--- config.mk ---
export PLATFORM = sky130hd
export DESIGN_NAME = instr_fetch
export DESIGN_NICKNAME = d
export VERILOG_FILES = /design/src/rtl/instr_fetch_pkg.sv /design/src/rtl/instr_fetch_npc_logic.sv /design/src/rtl/instr_fetch.sv
export SDC_FILE = /design/constraint.sdc
export NUM_CORES = 1
export LEC_CHECK = 0
export BUFFER_PORTS_ARGS = -buffer_cell sky130_fd_sc_hd__buf_2
export CORE_UTILIZATION = 49
export DETAILED_ROUTE_END_ITERATION = 12
export PLACE_DENSITY = 0.81
export RECOVER_POWER = 100
export SLEW_MARGIN = 20
export SYNTH_ARGS = -nofsm -noshare
export SYNTH_HDL_FRONTEND = slang
export SYNTH_HIERARCHICAL = 1
export SYNTH_SLANG_ARGS = --single-unit
--- constraint.sdc ---
create_clock -name clk -period 4.5 [get_ports clk]
set_clock_uncertainty 0.05 [all_clocks]
set_input_delay 0.225 -clock clk [delete_from_list [all_inputs] [get_ports clk]]
set_output_delay 0.225 -clock clk [all_outputs]
set_load 0.01 [all_outputs]
--- src/rtl/instr_fetch_pkg.sv ---
// Shared definitions for the fetch stage: FSM encodings, instruction field
// positions, the NOP word and the default boot address.
package instr_fetch_pkg;

  typedef enum logic [1:0] {
    BOOT = 2'd0,
    REQ  = 2'd1,
    HOLD = 2'd2
  } fetch_state_e;

  localparam int OPCODE_MSB = 31;
  localparam int OPCODE_LSB = 26;
  localparam int FUNCT_MSB  = 5;
  localparam int FUNCT_LSB  = 0;

  localparam logic [31:0] NOP_INSTR        = 32'h0000_0000;
  localparam logic [31:0] DEFAULT_RESET_PC = 32'h0000_0000;

endpackage

--- src/rtl/instr_fetch_npc_logic.sv ---
// Purely combinational next-PC selection: sequential step, branch, jump and
// jump-register targets, with jr > jump > branch > sequential priority.
module npc_logic #(
  parameter int unsigned PC_STEP = 4
) (
  input  logic [31:0] pc,
  input  logic        jr,
  input  logic [31:0] jr_target,
  input  logic        jump,
  input  logic [25:0] jump_index,
  input  logic        branch_taken,
  input  logic [15:0] branch_imm,
  output logic [31:0] pc_plus4,
  output logic [31:0] next_pc
);

  logic [31:0] branch_off;
  logic [31:0] branch_target;
  logic [31:0] jump_target;
  logic [31:0] jr_aligned;

  assign pc_plus4      = pc + 32'(PC_STEP);
  assign branch_off    = {{14{branch_imm[15]}}, branch_imm, 2'b00};
  assign branch_target = pc_plus4 + branch_off;
  assign jump_target   = {pc_plus4[31:28], jump_index, 2'b00};
  // Misaligned register targets are silently word-aligned.
  assign jr_aligned    = {jr_target[31:2], 2'b00};

  always_comb begin
    next_pc = pc_plus4;
    if (jr)                next_pc = jr_aligned;
    else if (jump)         next_pc = jump_target;
    else if (branch_taken) next_pc = branch_target;
  end

endmodule

--- src/rtl/instr_fetch.sv ---
// Fetch stage: holds the PC, requests instruction memory (with wait states),
// registers the returned word for decode and steps the PC on redirects.
//
// state | meaning
// BOOT  | no request; one idle cycle after reset release
// REQ   | imem_req high at pc, waiting for imem_ack
// HOLD  | instr presented to decode; leaves when stall is low
module instr_fetch
  import instr_fetch_pkg::*;
#(
  parameter logic [31:0] RESET_PC = DEFAULT_RESET_PC,
  parameter int unsigned PC_STEP  = 4
) (
  input  logic        clk,
  input  logic        rst,
  output logic        imem_req,
  output logic [31:0] imem_addr,
  input  logic        imem_ack,
  input  logic [31:0] imem_rdata,
  input  logic        stall,
  input  logic        branch_taken,
  input  logic [15:0] branch_imm,
  input  logic        jump,
  input  logic [25:0] jump_index,
  input  logic        jr,
  input  logic [31:0] jr_target,
  output logic [31:0] instr,
  output logic [5:0]  opcode,
  output logic [5:0]  funct,
  output logic        instr_valid,
  output logic [31:0] pc_out,
  output logic [31:0] pc_plus4
);

  fetch_state_e state, state_nxt;
  logic [31:0]  pc;
  logic [31:0]  next_pc;
  logic         load_instr;
  logic         advance;

  npc_logic #(.PC_STEP(PC_STEP)) u_npc (
    .pc           (pc),
    .jr           (jr),
    .jr_target    (jr_target),
    .jump         (jump),
    .jump_index   (jump_index),
    .branch_taken (branch_taken),
    .branch_imm   (branch_imm),
    .pc_plus4     (pc_plus4),
    .next_pc      (next_pc)
  );

  always_ff @(posedge clk or posedge rst) begin
    if (rst) state <= BOOT;
    else     state <= state_nxt;
  end

  always_comb begin
    state_nxt = state;
    case (state)
      BOOT:    state_nxt = REQ;
      REQ:     if (imem_ack) state_nxt = HOLD;
      HOLD:    if (!stall)   state_nxt = REQ;
      default: state_nxt = BOOT;
    endcase
  end

  always_comb begin
    imem_req   = (state == REQ);
    load_instr = (state == REQ) && imem_ack;
    advance    = (state == HOLD) && !stall;
  end

  always_ff @(posedge clk or posedge rst) begin
    if (rst) begin
      pc          <= RESET_PC;
      instr       <= NOP_INSTR;
      instr_valid <= 1'b0;
    end else if (load_instr) begin
      instr       <= imem_rdata;
      instr_valid <= 1'b1;
    end else if (advance) begin
      pc          <= next_pc;
      instr_valid <= 1'b0;
    end
  end

  assign imem_addr = pc;
  assign pc_out    = pc;
  assign opcode    = instr[OPCODE_MSB:OPCODE_LSB];
  assign funct     = instr[FUNCT_MSB:FUNCT_LSB];

endmodule

After elaboration in Yosys (flattened, before gate mapping)
Cells that the tools add are included.
{"block": "totals", "ff_bits": 67, "inputBits": 113, "out_inout_bits": 142}
{"block": "op_classes", "bitwise_logic": 1, "n_addsub": 2, "reduce_logical": 7, "mux": 8, "eq_ne": 4}
{"op": "$mux 32", "n": 3}
{"op": "$add 32x3->32 const B", "n": 1}
{"op": "$add 32x32->32", "n": 1}
{"op": "$pmux 2 s3", "n": 1}
{"op": "$mux 2", "n": 2}
{"op": "$reduce_and 2->1", "n": 2}
{"op": "$eq 2x1->1 const B", "n": 1}
{"op": "$eq 2x2->1 const B", "n": 1}
{"op": "$logic_and 1x1->1", "n": 2}
{"op": "$logic_not 2->1", "n": 1}
{"op": "$mux 1", "n": 2}
{"op": "$ne 2x1->1 const B", "n": 1}
{"op": "$ne 2x2->1 const B", "n": 1}
{"op": "$reduce_bool 2->1", "n": 1}
{"op": "$logic_not 1->1", "n": 1}
{"op": "$not 1->1", "n": 1}

Longest topological paths before layout
Gate-level depths: netlist of the first run.
{"block": "logic_depth", "depth_word": 5, "mapped_depth": 17, "ltp_nobuf": 16}

Hierarchy
Netlist of the first run, hierarchy kept.
{"mod": "npc_logic", "n_inst": 1, "seq_area_each_um2": 0.0, "area_per_inst_um2": 3131.8, "cells_per_inst": 463}
{"mod": "instr_fetch", "n_inst": 1, "seq_area_each_um2": 1676.6, "area_per_inst_um2": 2881.5, "cells_per_inst": 193}

Worst setup path before layout of the first run
Ideal clock, no wire load.
{"block": "synth_path", "path_kind": "register to register", "from": "register pc[2], in the netlist imem_addr[2]", "to": "register pc[29], in the netlist imem_addr[29]", "arrival_time_ns": 3.606, "setup_slack_ns": 0.719, "required_ns": 4.325, "period_less_slack_ns": 3.781, "n_path_buf": 1, "stages_incl_launch_ff": 17, "setup_ns": 0.125, "path_cell_list": "dfrtp_1 ha_1 and4_1 and4_1 and4_1 xor2_1 ha_1 clkbuf_8 a211oi_1 nor2_1 o311ai_0 nand2_1 a31oi_1 o211ai_1 nor4_1 nor3b_1 mux2_2"}
{"block": "synth_via", "elab_chain_cells": 5}
{"element": "from (decl)", "line_no": "instr_fetch.sv:36", "rtl": "logic [31:0] pc;"}
{"element": "from (signal assigned)", "line_no": "instr_fetch.sv:83", "rtl": "pc <= next_pc;"}
{"element": "$add 32x3->32", "line_no": "instr_fetch_npc_logic.sv:22", "rtl": "assign pc_plus4 = pc + 32'(PC_STEP);"}
{"element": "via pc_plus4[16]", "line_no": "instr_fetch.sv:32", "rtl": "output logic [31:0] pc_plus4"}
{"element": "$add 32x32->32", "line_no": "instr_fetch_npc_logic.sv:24", "rtl": "assign branch_target = pc_plus4 + branch_off;"}
{"element": "$mux 32", "line_no": "instr_fetch_npc_logic.sv:33", "rtl": "else if (branch_taken) next_pc = branch_target;"}
{"element": "$mux 32", "line_no": "instr_fetch_npc_logic.sv:32", "rtl": "else if (jump) next_pc = jump_target;"}
{"element": "$mux 32", "line_no": "instr_fetch_npc_logic.sv:31", "rtl": "if (jr) next_pc = jr_aligned;"}
{"element": "via next_pc[29]", "line_no": "instr_fetch.sv:37", "rtl": "logic [31:0] next_pc;"}
The timed path passes the listed nets, and every way through them passes these cells.
A chain may end at the register's enable or synchronous reset.

Worst setup path in the final report of the first run
{"block": "layout_path", "from": "register pc[2], in the netlist imem_addr[2]", "to": "register pc[24], in the netlist imem_addr[24]"}
{"block": "layout_via", "elab_chain_cells": 5}
{"element": "$add 32x3->32 (*)", "line_no": "instr_fetch_npc_logic.sv:22"}
{"element": "$add 32x32->32", "line_no": "instr_fetch_npc_logic.sv:24"}
{"element": "$mux 32 (*)", "line_no": "instr_fetch_npc_logic.sv:33"}
{"element": "$mux 32 (*)", "line_no": "instr_fetch_npc_logic.sv:32"}
{"element": "$mux 32 (*)", "line_no": "instr_fetch_npc_logic.sv:31"}
{"element": "via next_pc[24]", "line_no": "instr_fetch.sv:37"}
The timed path passes the listed nets; every way through them passes the cells marked *.

==> results of run 1 <==
synth_stat cells (all sizes together), types with 5 or more instances:
master,instances
nand2,59
inv,14
nor2,34
nor3,7
nand3,15
mux2i,12
o211ai,8
buf,59
o221ai,5
o31ai,5
o21ai,35
and3,7
a211oi,12
a31oi,5
o22ai,13
and2,5
clkbuf,15
and4,10
a21oi,45
xor2,21
a21o,12
mux2,65
nand4,16
ha,36
xnor2,30
dfrtp,67
worst paths after layout:
path	start	to	slack (ps)	cells after the start
max in group asynchronous	rst	imem_addr[18]	1200	3
worst max register to register	imem_addr[2]	imem_addr[24]	240	15
min in group asynchronous	rst	instr[27]	1190	3
worst min register to register	instr[6]	instr[6]	450	1
worst max-delay path	imem_addr[2]	imem_addr[24]	240	15
worst min-delay path	imem_rdata[20]	instr[20]	80	2
per-layer routing:
metal	GRT usage (%)	vias to the layer above	wire [µm]
met4	10.8	0	502
met2	44.0	299	8270
met1	36.4	2721	7170
li1	-	2766	-
met5	0	-	0
met3	5.84	33	1750
cell families (layout without fill, tap and decap cells):
family / Yosys count / count (layout) / share of synthesized area, %
adder cells (fa/ha/maj): 37 / 37 / 7.82
XOR/XNOR: 51 / 51 / 7.55
multiplexers: 77 / 77 / 14.2
AO/OA/AOI/OAI: 162 / 162 / 17.4
buffers and inverters: 88 / 293 / 10.3
AND/OR/NAND/NOR: 174 / 174 / 14.9
flip-flops: 67 / 67 / 27.9
cell type report:
type / instances / area share (%)
clock inverter: 3 / 0.213
sequential: 67 / 23.8
multi-input combinational: 501 / 52.7
timing repair buffer: 264 / 16.3
inverter: 14 / 0.747
tap: 147 / 2.61
clock buffer: 12 / 3.50
flip-flops by register name, indices dropped and copies added (netlist names):
signal	flops
imem_addr	32
instr	32
state	2
instr_valid	1
power by group through the flow:
stage | logic (mW) | registers, mW | clock network [mW]
finish | 3.25 | 1.26 | 0.615
global route | 3.54 | 1.31 | 0.652
CTS | 3.41 | 1.25 | 0.633
detailed placement | 3.38 | 1.25 | 0
global placement | 3.35 | 1.23 | 0
floorplan | 2.39 | 1.32 | 0
timing repair:
| action | in CTS | in global routing |
|---|---|---|
| buffers inserted | 0 | 0 |
| resized for setup | 0 | 1 |
| setup endpoints to repair | 0 | 1 |
stage by stage:
step                      instance area (µm²)  hold slack [ps]
after detailed placement                 6980              411
after global placement                   6980              405
after global routing                     7040             74.1
after floorplan                          6010              271
final                                    7040             78.0
after CTS                                7240             67.2
layout by cell type (no fill, tap or decap), types with 3 or more instances in the layout:
cell type  count
o21bai_1       4
mux2_2        61
xnor2_1       29
o221ai_1       5
a31oi_1        5
and2_1         3
clkbuf_1     143
o31ai_1        5
o22ai_1       13
nand2_1       59
nor3_1         7
mux2_1         4
a31o_2         3
ha_1          36
nand3_1       15
and4_1         9
o211ai_1       8
o21ai_0       33
nor2_1        34
and3_1         6
a21o_1        11
xor2_1        21
clkbuf_16      9
mux2i_1       12
buf_2        121
nand2b_1       3
nand4_1       16
dfrtp_1       67
a211oi_1      12
nand3b_1       3
inv_1         12
clkinv_2       3
a21oi_1       45
==> impl_metrics.tcl, run 1 <==
set metrics [dict create \
    postSynthAreaPerCell_um2 9.17 \
    synth_seq_cells 67 \
    grt_max_degree 68 \
    finalMaxSlewViolations 102 \
    clock-sinks 67 \
    n_antenna_cell 0 \
    hold_buffers 0 \
    root_buffer "clkbuf_16" \
    ys_seq_area_share_pct 27.9 \
    die_h_um 113 \
    period_needed_ps 4260 \
    netlist_instances 656 \
    layout.nets 1007 \
    swShare_pct 48.8 \
    power.internal_mw 2.63 \
    peakVddDrop_v 0.000424 \
    drive_above_1_share_pct 25.0 \
    p_per_area_nw_per_um2 729 \
    synth_async_sr_flop_share_pct 100 \
    die_w_um 113 \
    setup_viol 0 \
    violations "max-capacitance violations, max-slew violations" \
    dieArea_um2 12700 \
    numCtsBuffers 9 \
    min_path_type "in2reg" \
    fmax_mhz 235 \
    cpPeakStageDelay_ps 370 \
    antenna_left 0 \
    drtIter0Drc 449 \
    crit_family "compound AO/OA/AOI/OAI gates" \
    start_util_pct 50.1 \
    rsz0062_at_grt "no" \
    ios 255 \
    hpwl_mm 14.0 \
    synth_warnings 6 \
    setup_ws_ps 239 \
    utilization_pct 58.6 \
    final_cells 1008 \
    p_comb_share_pct 63.4 \
    synth_edf_count 0 \
    finalPower_mw 5.13 \
    start_kind "flip-flop" \
    synth_ff_type "dfrtp_1" \
    seq_area_um2 1680 \
    port_buffers 252 \
    dpl_worst_slack_ps 342 \
    fill_cells 1128 \
    worst_pin_slew_ps 3530 \
    hold_viol 0 \
    cts.clk_slew.worst_paths_ps 50 \
    crit_path_frequent_cell "xor2_1" \
    grt_overflow_total 0 \
    required_ps 4660 \
    drtPass1Iterations 5 \
    avgRoutedWirePerCell_um 17.6 \
    p_leak_nw 3.15 \
    core_um2 12000 \
    outcome "finished, violations left" \
    wirelength_mm 17.7 \
    synth_area_um2 6010 \
    areaGrowthSynthToFinish_pct 17.0 \
    htreeDepth 3 \
    crit_type "reg2reg" \
    ys_types 68 \
    worst-path-max-fanout 7 \
    rows 40 \
    syn_nets 806 \
    grt_first_pass_wirelength_mm 27.3 \
    endpoint_kind "flip-flop" \
    clk_latency_ps 320 \
    min_period_over_period_pct 94.7 \
    multi_input_area_um2 3710 \
    antenna_found_initial 0 \
    setup_tns_ps 0 \
    cp_slowest_cell "a311o_1" \
    maxCapViolCount 3 \
    first_global_vias 5276 \
    maxSlewHeadroom_pct -136 \
    cp_num_buf_inv 1 \
    via_per_inst 5.77 \
    crit_chain "clkbuf_1, nand2_1, or2_2, nor2_1, xor2_1, ha_1, a21o_1, a311o_1, o21bai_1, o21ai_0, o21ai_2, a41oi_1, xor2_1, a31oi_1, mux2_2" \
    p_seq_share_pct 24.6 \
    synth_top_cell_by_area "dfrtp_1" \
    synth_top_cells_by_area "dfrtp_1 (28%), mux2_2 (12%), ha_1 (7.5%)" \
    power_switching_mw 2.50 \
    placed_cells 993 \
    gp_congestion 0.994 \
    dr_total_vias 5819 \
    cts_tree "done" \
    yosys.area.top_type_share_pct 27.9 \
    drc 0 \
    clockBufferDepth 2 \
    pwr-share-clk_pct 12.0 \
    grt_use_total_pct 27.5 \
    arrival_ps 4420 \
]
No activity file was read; power rests on OpenSTA's default activity.
==> inputs of run 2 (changes only) <==
--- a/config.mk
+++ b/config.mk
@@ -6,9 +6,11 @@
 export NUM_CORES = 1
 export LEC_CHECK = 0
 export BUFFER_PORTS_ARGS = -buffer_cell sky130_fd_sc_hd__buf_2
-export CORE_UTILIZATION = 49
+export CELL_PAD_IN_SITES_DETAIL_PLACEMENT = 1
+export CELL_PAD_IN_SITES_GLOBAL_PLACEMENT = 1
+export CORE_UTILIZATION = 36
 export DETAILED_ROUTE_END_ITERATION = 12
-export PLACE_DENSITY = 0.81
+export PLACE_DENSITY = 0.82
 export RECOVER_POWER = 100
 export SLEW_MARGIN = 20
 export SYNTH_ARGS = -nofsm -noshare
==> run 2 against run 1 <==
The run still ends with max-capacitance violations, max-slew violations left; register-to-register slack improved by 70 ps; flip-flop and latch count stayed put; die area grew 35%; combinational power increased by 2%; critical path depth did not move; final area up 2.9%; first-iteration DRC count decreased by 43%; largest power group unchanged.
==> impl_metrics.tcl, run 2 (synthesis gave the netlist of run 1 again) <==
set metrics [dict create \
    clk_latency_ps 350 \
    multi_input_area_um2 3720 \
    most-common-layout-cells "clkbuf_1 (136), buf_2 (121), dfrtp_1 (67)" \
    worst_pin_slew_ps 2140 \
    layout.nets 1009 \
    dr_total_vias 5806 \
    ios 255 \
    rows 46 \
    grt_overflow_total 0 \
    core_um2 16100 \
    start_util_pct 37.3 \
    worst-path-max-fanout 6 \
    numCtsBuffers 9 \
    fill_cells 2059 \
    placed_area_um2 7080 \
    finalMaxSlewViolations 67 \
    antenna_found_initial 2 \
    seq_area_um2 1680 \
    grt_first_pass_wirelength_mm 33.8 \
    endpoint_kind "flip-flop" \
    grt_max_degree 48 \
    grtUsageMet1_pct 30.3 \
    maxCapViolCount 2 \
    drive_above_1_share_pct 25.7 \
    p_leak_nw 3.23 \
    wirelength_mm 21.4 \
    period_needed_ps 4190 \
    areaGrowthSynthToFinish_pct 20.4 \
    hpwl_mm 16.5 \
    finalPower_mw 5.38 \
    crit_type "reg2reg" \
    setup_tns_ps 0 \
    setup_viol 0 \
    htreeDepth 3 \
    die_h_um 131 \
    gr-max-usage-layer "met2" \
    die_w_um 131 \
    required_ps 4730 \
    met2_usage_pct 43.5 \
    grt_use_total_pct 25.1 \
    antenna_left 0 \
    port_buffers 252 \
    peakVddDrop_v 0.000329 \
    arrival_ps 4420 \
    min_period_over_period_pct 93.1 \
    first_global_vias 6094 \
    cts.clk_slew.worst_paths_ps 70 \
    drc 0 \
    hold_viol 0 \
    hold_ws_ps 55.9 \
    fin_area_um2 7240 \
    violations "max-capacitance violations, max-slew violations" \
    min_path_type "in2reg" \
    final_common_cell "clkbuf_1" \
    fmax_mhz 239 \
    cts_tree "done" \
    clock-sinks 67 \
    dieArea_um2 17200 \
    gp_congestion 0.905 \
    clockBufferDepth 2 \
    p_per_area_nw_per_um2 743 \
    start_kind "flip-flop" \
    via_per_inst 5.37 \
    cts_setup_buffers 0 \
    drtPass1Iterations 4 \
    maxSlewHeadroom_pct -42.4 \
    avgRoutedWirePerCell_um 19.8 \
    use_met3_pct 6.10 \
    root_buffer "clkbuf_16" \
    drtIter0Drc 255 \
    rsz0062_at_grt "no" \
    outcome "finished, violations left" \
]
==> run 2: cell types whose count changed in the layout (fill, tap and decap cells not counted), sizes merged <==
| cell | delta |
|---|---|
| buf | +5 |
| bufinv | +2 |
| clkbuf | -7 |
| clkinv | -2 |
| diode | +1 |
| dlygate4sd3 | +1 |
| inv | +4 |
==> run 2: what timing repair did <==
action | in CTS | in global routing
setup endpoints to repair | 0 | 1
endpoints found under the hold margin | 20 | 0
resized for setup | 0 | 2
hold buffers | 1 | 0
==> run 2: critical path: stages (launching register included) <==
cell and delay [ps]:
dfrtp_1 510, nand4_1 240, nor4_4 410, and2b_1 350
nand3_1 160, xnor2_2 190, ha_1 370, a21o_1 210
a21o_1 170, a21oi_1 320, o21ai_0 140, a31o_2 240
a31oi_1 180, mux2_1 340, nor2_1 90, mux2_2 140
==> run 2: power by group <==
part           total, mW  switching [mW]  internal, mW
clock network      0.813           0.317         0.496
registers           1.24           0.348         0.896
logic               3.32            1.96          1.36
==> run 2: final timing paths <==
path,start,to,slack [ps],cells past startpoint
setup / recovery,imem_addr[10],imem_addr[30],310,15
hold / removal,imem_rdata[3],instr[3],60,2
setup reg to reg,imem_addr[10],imem_addr[30],310,15
hold reg to reg,instr[12],instr[12],460,1
max in group asynchronous,rst,imem_addr[16],2070,4
min in group asynchronous,rst,instr[27],570,3
==> run 2: per-stage QoR <==
step	instances	worst slack (ps)	util (%)
finish	1081	311	44.9
global route	1080	76.8	44.9
CTS	1080	239	46.0
detailed placement	1063	292	43.9
global placement	1063	421	43.9
floorplan	656	719	-
==> run 2: cell type report <==
cell class              instances  share of cell area, %
inverters                      14                  0.726
diodes                          1                 0.0346
repair buffers                266                   16.3
multi-input cells             501                   51.4
well taps                     216                   3.73
clock buffers                   9                   3.11
flip-flops and latches         67                   23.2
clock inverters                 7                   1.47
==> run 2: layer usage <==
metal	vias up	routed length (µm)
li1	2767	-
met1	2772	8860
met2	234	10600
met3	31	1530
met4	2	401
met5	-	13
==> inputs of run 3 (changes only) <==
--- a/config.mk
+++ b/config.mk
@@ -8,12 +8,12 @@
 export BUFFER_PORTS_ARGS = -buffer_cell sky130_fd_sc_hd__buf_2
 export CELL_PAD_IN_SITES_DETAIL_PLACEMENT = 1
 export CELL_PAD_IN_SITES_GLOBAL_PLACEMENT = 1
-export CORE_UTILIZATION = 36
+export CORE_UTILIZATION = 35
+export CTS_CLUSTER_SIZE = 16
 export DETAILED_ROUTE_END_ITERATION = 12
 export PLACE_DENSITY = 0.82
 export RECOVER_POWER = 100
 export SLEW_MARGIN = 20
 export SYNTH_ARGS = -nofsm -noshare
 export SYNTH_HDL_FRONTEND = slang
-export SYNTH_HIERARCHICAL = 1
 export SYNTH_SLANG_ARGS = --single-unit
==> constraint.sdc (replaced) <==
create_clock -name clk -period 4.2 [get_ports clk]
set_clock_uncertainty 0.05 [all_clocks]
set_input_delay 0.21 -clock clk [delete_from_list [all_inputs] [get_ports clk]]
set_output_delay 0.21 -clock clk [all_outputs]
set_load 0.01 [all_outputs]
==> run 3 against run 2 <==
The flow still finishes with violations (max-capacitance violations, max-slew violations); utilization fell by 0.51 points; via count rose by 3.3%; first-iteration DRC count rose by 25%; setup slack got worse by 74 ps; final cell count rose by 1.0%; maximum frequency rose by 5.7%.
==> impl_metrics.tcl, run 3 <==
set metrics [dict create \
    wirelength_mm 22.1 \
    numCtsBuffers 9 \
    grt_overflow_total 0 \
    p_leak_nw 3.22 \
    dieArea_um2 16900 \
    synth_ff_type "dfrtp_1" \
    utilization_pct 44.4 \
    period_needed_ps 3960 \
    htreeDepth 3 \
    gp_congestion 0.864 \
    final_common_cell "buf_2" \
    setup_viol 0 \
    ys_seq_area_share_pct 28.4 \
    cp_slowest_cell "dfrtp_1" \
    finalPower_mw 5.55 \
    grt_first_pass_wirelength_mm 33.7 \
    yosys.area.top_type_share_pct 28.4 \
    hpwl_mm 16.9 \
    antenna_left 0 \
    min_period_over_period_pct 94.4 \
    crit_type "reg2reg" \
    drtPass1Iterations 4 \
    endpoint_kind "flip-flop" \
    top_register "instr" \
    finalMaxSlewViolations 77 \
    antenna_found_initial 2 \
    fmax_mhz 252 \
    cpPeakStageDelay_ps 490 \
    areaGrowthSynthToFinish_pct 23.8 \
    violations "max-capacitance violations, max-slew violations" \
    via_per_inst 5.49 \
    outcome "finished, violations left" \
    largest_reg_flops 32 \
    rsz0062_at_grt "no" \
    grt_use_total_pct 26.4 \
    grt_max_degree 43 \
    most-common-layout-cells "buf_2 (131), clkbuf_1 (123), dfrtp_1 (62)" \
    dr_total_vias 5997 \
    peakVddDrop_v 0.000411 \
    drc 0 \
    synth_area_um2 5720 \
    cts_tree "done" \
    clockBufferDepth 2 \
    cts_setup_buffers 0 \
    rows 46 \
    clock-sinks 65 \
    clk_latency_ps 350 \
    placed_cells 1074 \
    start_util_pct 35.9 \
    cp_num_buf_inv 1 \
    layout.nets 1019 \
    synth_top_cells_by_area "dfrtp_1 (28%), ha_1 (7.9%), mux2_2 (6.5%)" \
    avgRoutedWirePerCell_um 20.3 \
    synth_async_sr_flop_share_pct 100 \
    netlist_instances 663 \
    final_cells 1092 \
    worst_pin_slew_ps 2150 \
    synth_commonest_cells "dfrtp_1 (65), nand2_1 (51), nor2_1 (51)" \
    core_um2 15900 \
    min_path_type "in2reg" \
    required_ps 4410 \
    arrival_ps 4170 \
    drive_above_1_share_pct 24.0 \
    crit_chain "and4_1, and4_4, and4_1, nand3_1, xnor2_1, ha_1, inv_1, or2_2, a2111o_1, a31o_2, nand4b_1, a31oi_1, xnor2_1, and3_1, o31ai_1" \
    synth.most_common_cell "dfrtp_1" \
    synth_edf_count 0 \
    ys_types 69 \
    maxSlewHeadroom_pct -44.0 \
    root_buffer "clkbuf_16" \
    synth_seq_cells 65 \
    die_w_um 130 \
    hold_buffers 0 \
    fill_cells 2040 \
    synth_warnings 0 \
    crit_family "simple AND/OR/NAND/NOR gates" \
    maxCapViolCount 2 \
    synth_top_cell_by_area "dfrtp_1" \
    worst-path-max-fanout 8 \
    drtIter0Drc 320 \
    die_h_um 130 \
    ios 255 \
    hold_viol 0 \
    port_buffers 246 \
    cts.clk_slew.worst_paths_ps 70 \
    setup_tns_ps 0 \
    start_kind "flip-flop" \
    postSynthAreaPerCell_um2 8.63 \
    cts_resized 0 \
    first_global_vias 6203 \
    p_per_area_nw_per_um2 784 \
]
-- run 3: cell types whose count changed in the layout (fill, tap and decap cells not counted), moves of 8 or more --
cell	before	now
a211oi_1	12	4
a21o_1	11	19
buf_2	121	131
clkbuf_1	136	123
mux2_2	58	31
nand2_1	59	51
nor2_1	34	51
o211ai_1	8	16
xnor2_1	29	21
-- run 3: logic make-up after synthesis --
family	count (synthesis)	share of synthesized area (%)
xor+xnor	42	6.43
flops	65	28.4
buf+inv	90	9.23
simple gates	193	16.9
fa+ha+maj	37	8.23
other cells	1	0.0656
mux	41	7.90
compound gates	194	22.8
-- run 3: area by class of cell --
class,instances,area (µm²),share of cell area [%]
Inverter,12,46.3,0.654
Clock buffer,9,225,3.18
Clock inverter,7,83.8,1.18
Antenna cell,2,5.00,0.0707
Timing Repair Buffer,268,1220,17.3
Tap cell,216,270,3.82
Sequential cell,65,1630,23.0
Multi-Input combinational cell,513,3600,50.8
-- run 3: per-layer routing --
layer	routed length [µm]	global-route usage, %	up-vias
li1	-	-	2808
met5	0	0	-
met2	11200	46.6	209
met3	1540	5.49	33
met4	493	9.17	0
met1	8910	31.7	2947
-- run 3: final timing paths --
check | from | endpoint | slack [ps] | cells after the start
setup / recovery | imem_addr[15] | imem_addr[31] | 240 | 15
hold / removal | imem_rdata[31] | instr[31] | 40 | 2
setup reg to reg | imem_addr[15] | imem_addr[31] | 240 | 15
hold reg to reg | instr_valid | instr_valid | 440 | 2
max in group asynchronous | rst | imem_addr[5] | 1730 | 3
min in group asynchronous | rst | instr[3] | 380 | 2
-- run 3: report_power, final --
group / internal, mW / switching, mW
Combinational: 1.38 / 2.04
Clock: 0.472 / 0.344
Sequential: 0.941 / 0.373
Total: 2.79 / 2.76
-- run 3: through the flow --
step	cell area [µm²]	worst slack, ps	hold slack [ps]
6_report	7080	237	40.6
5_1_grt	7080	2.68	39.1
4_1_cts	7230	127	33.8
3_5_place_dp	6920	158	397
3_3_place_gp	6920	255	391
2_1_floorplan	5740	424	305
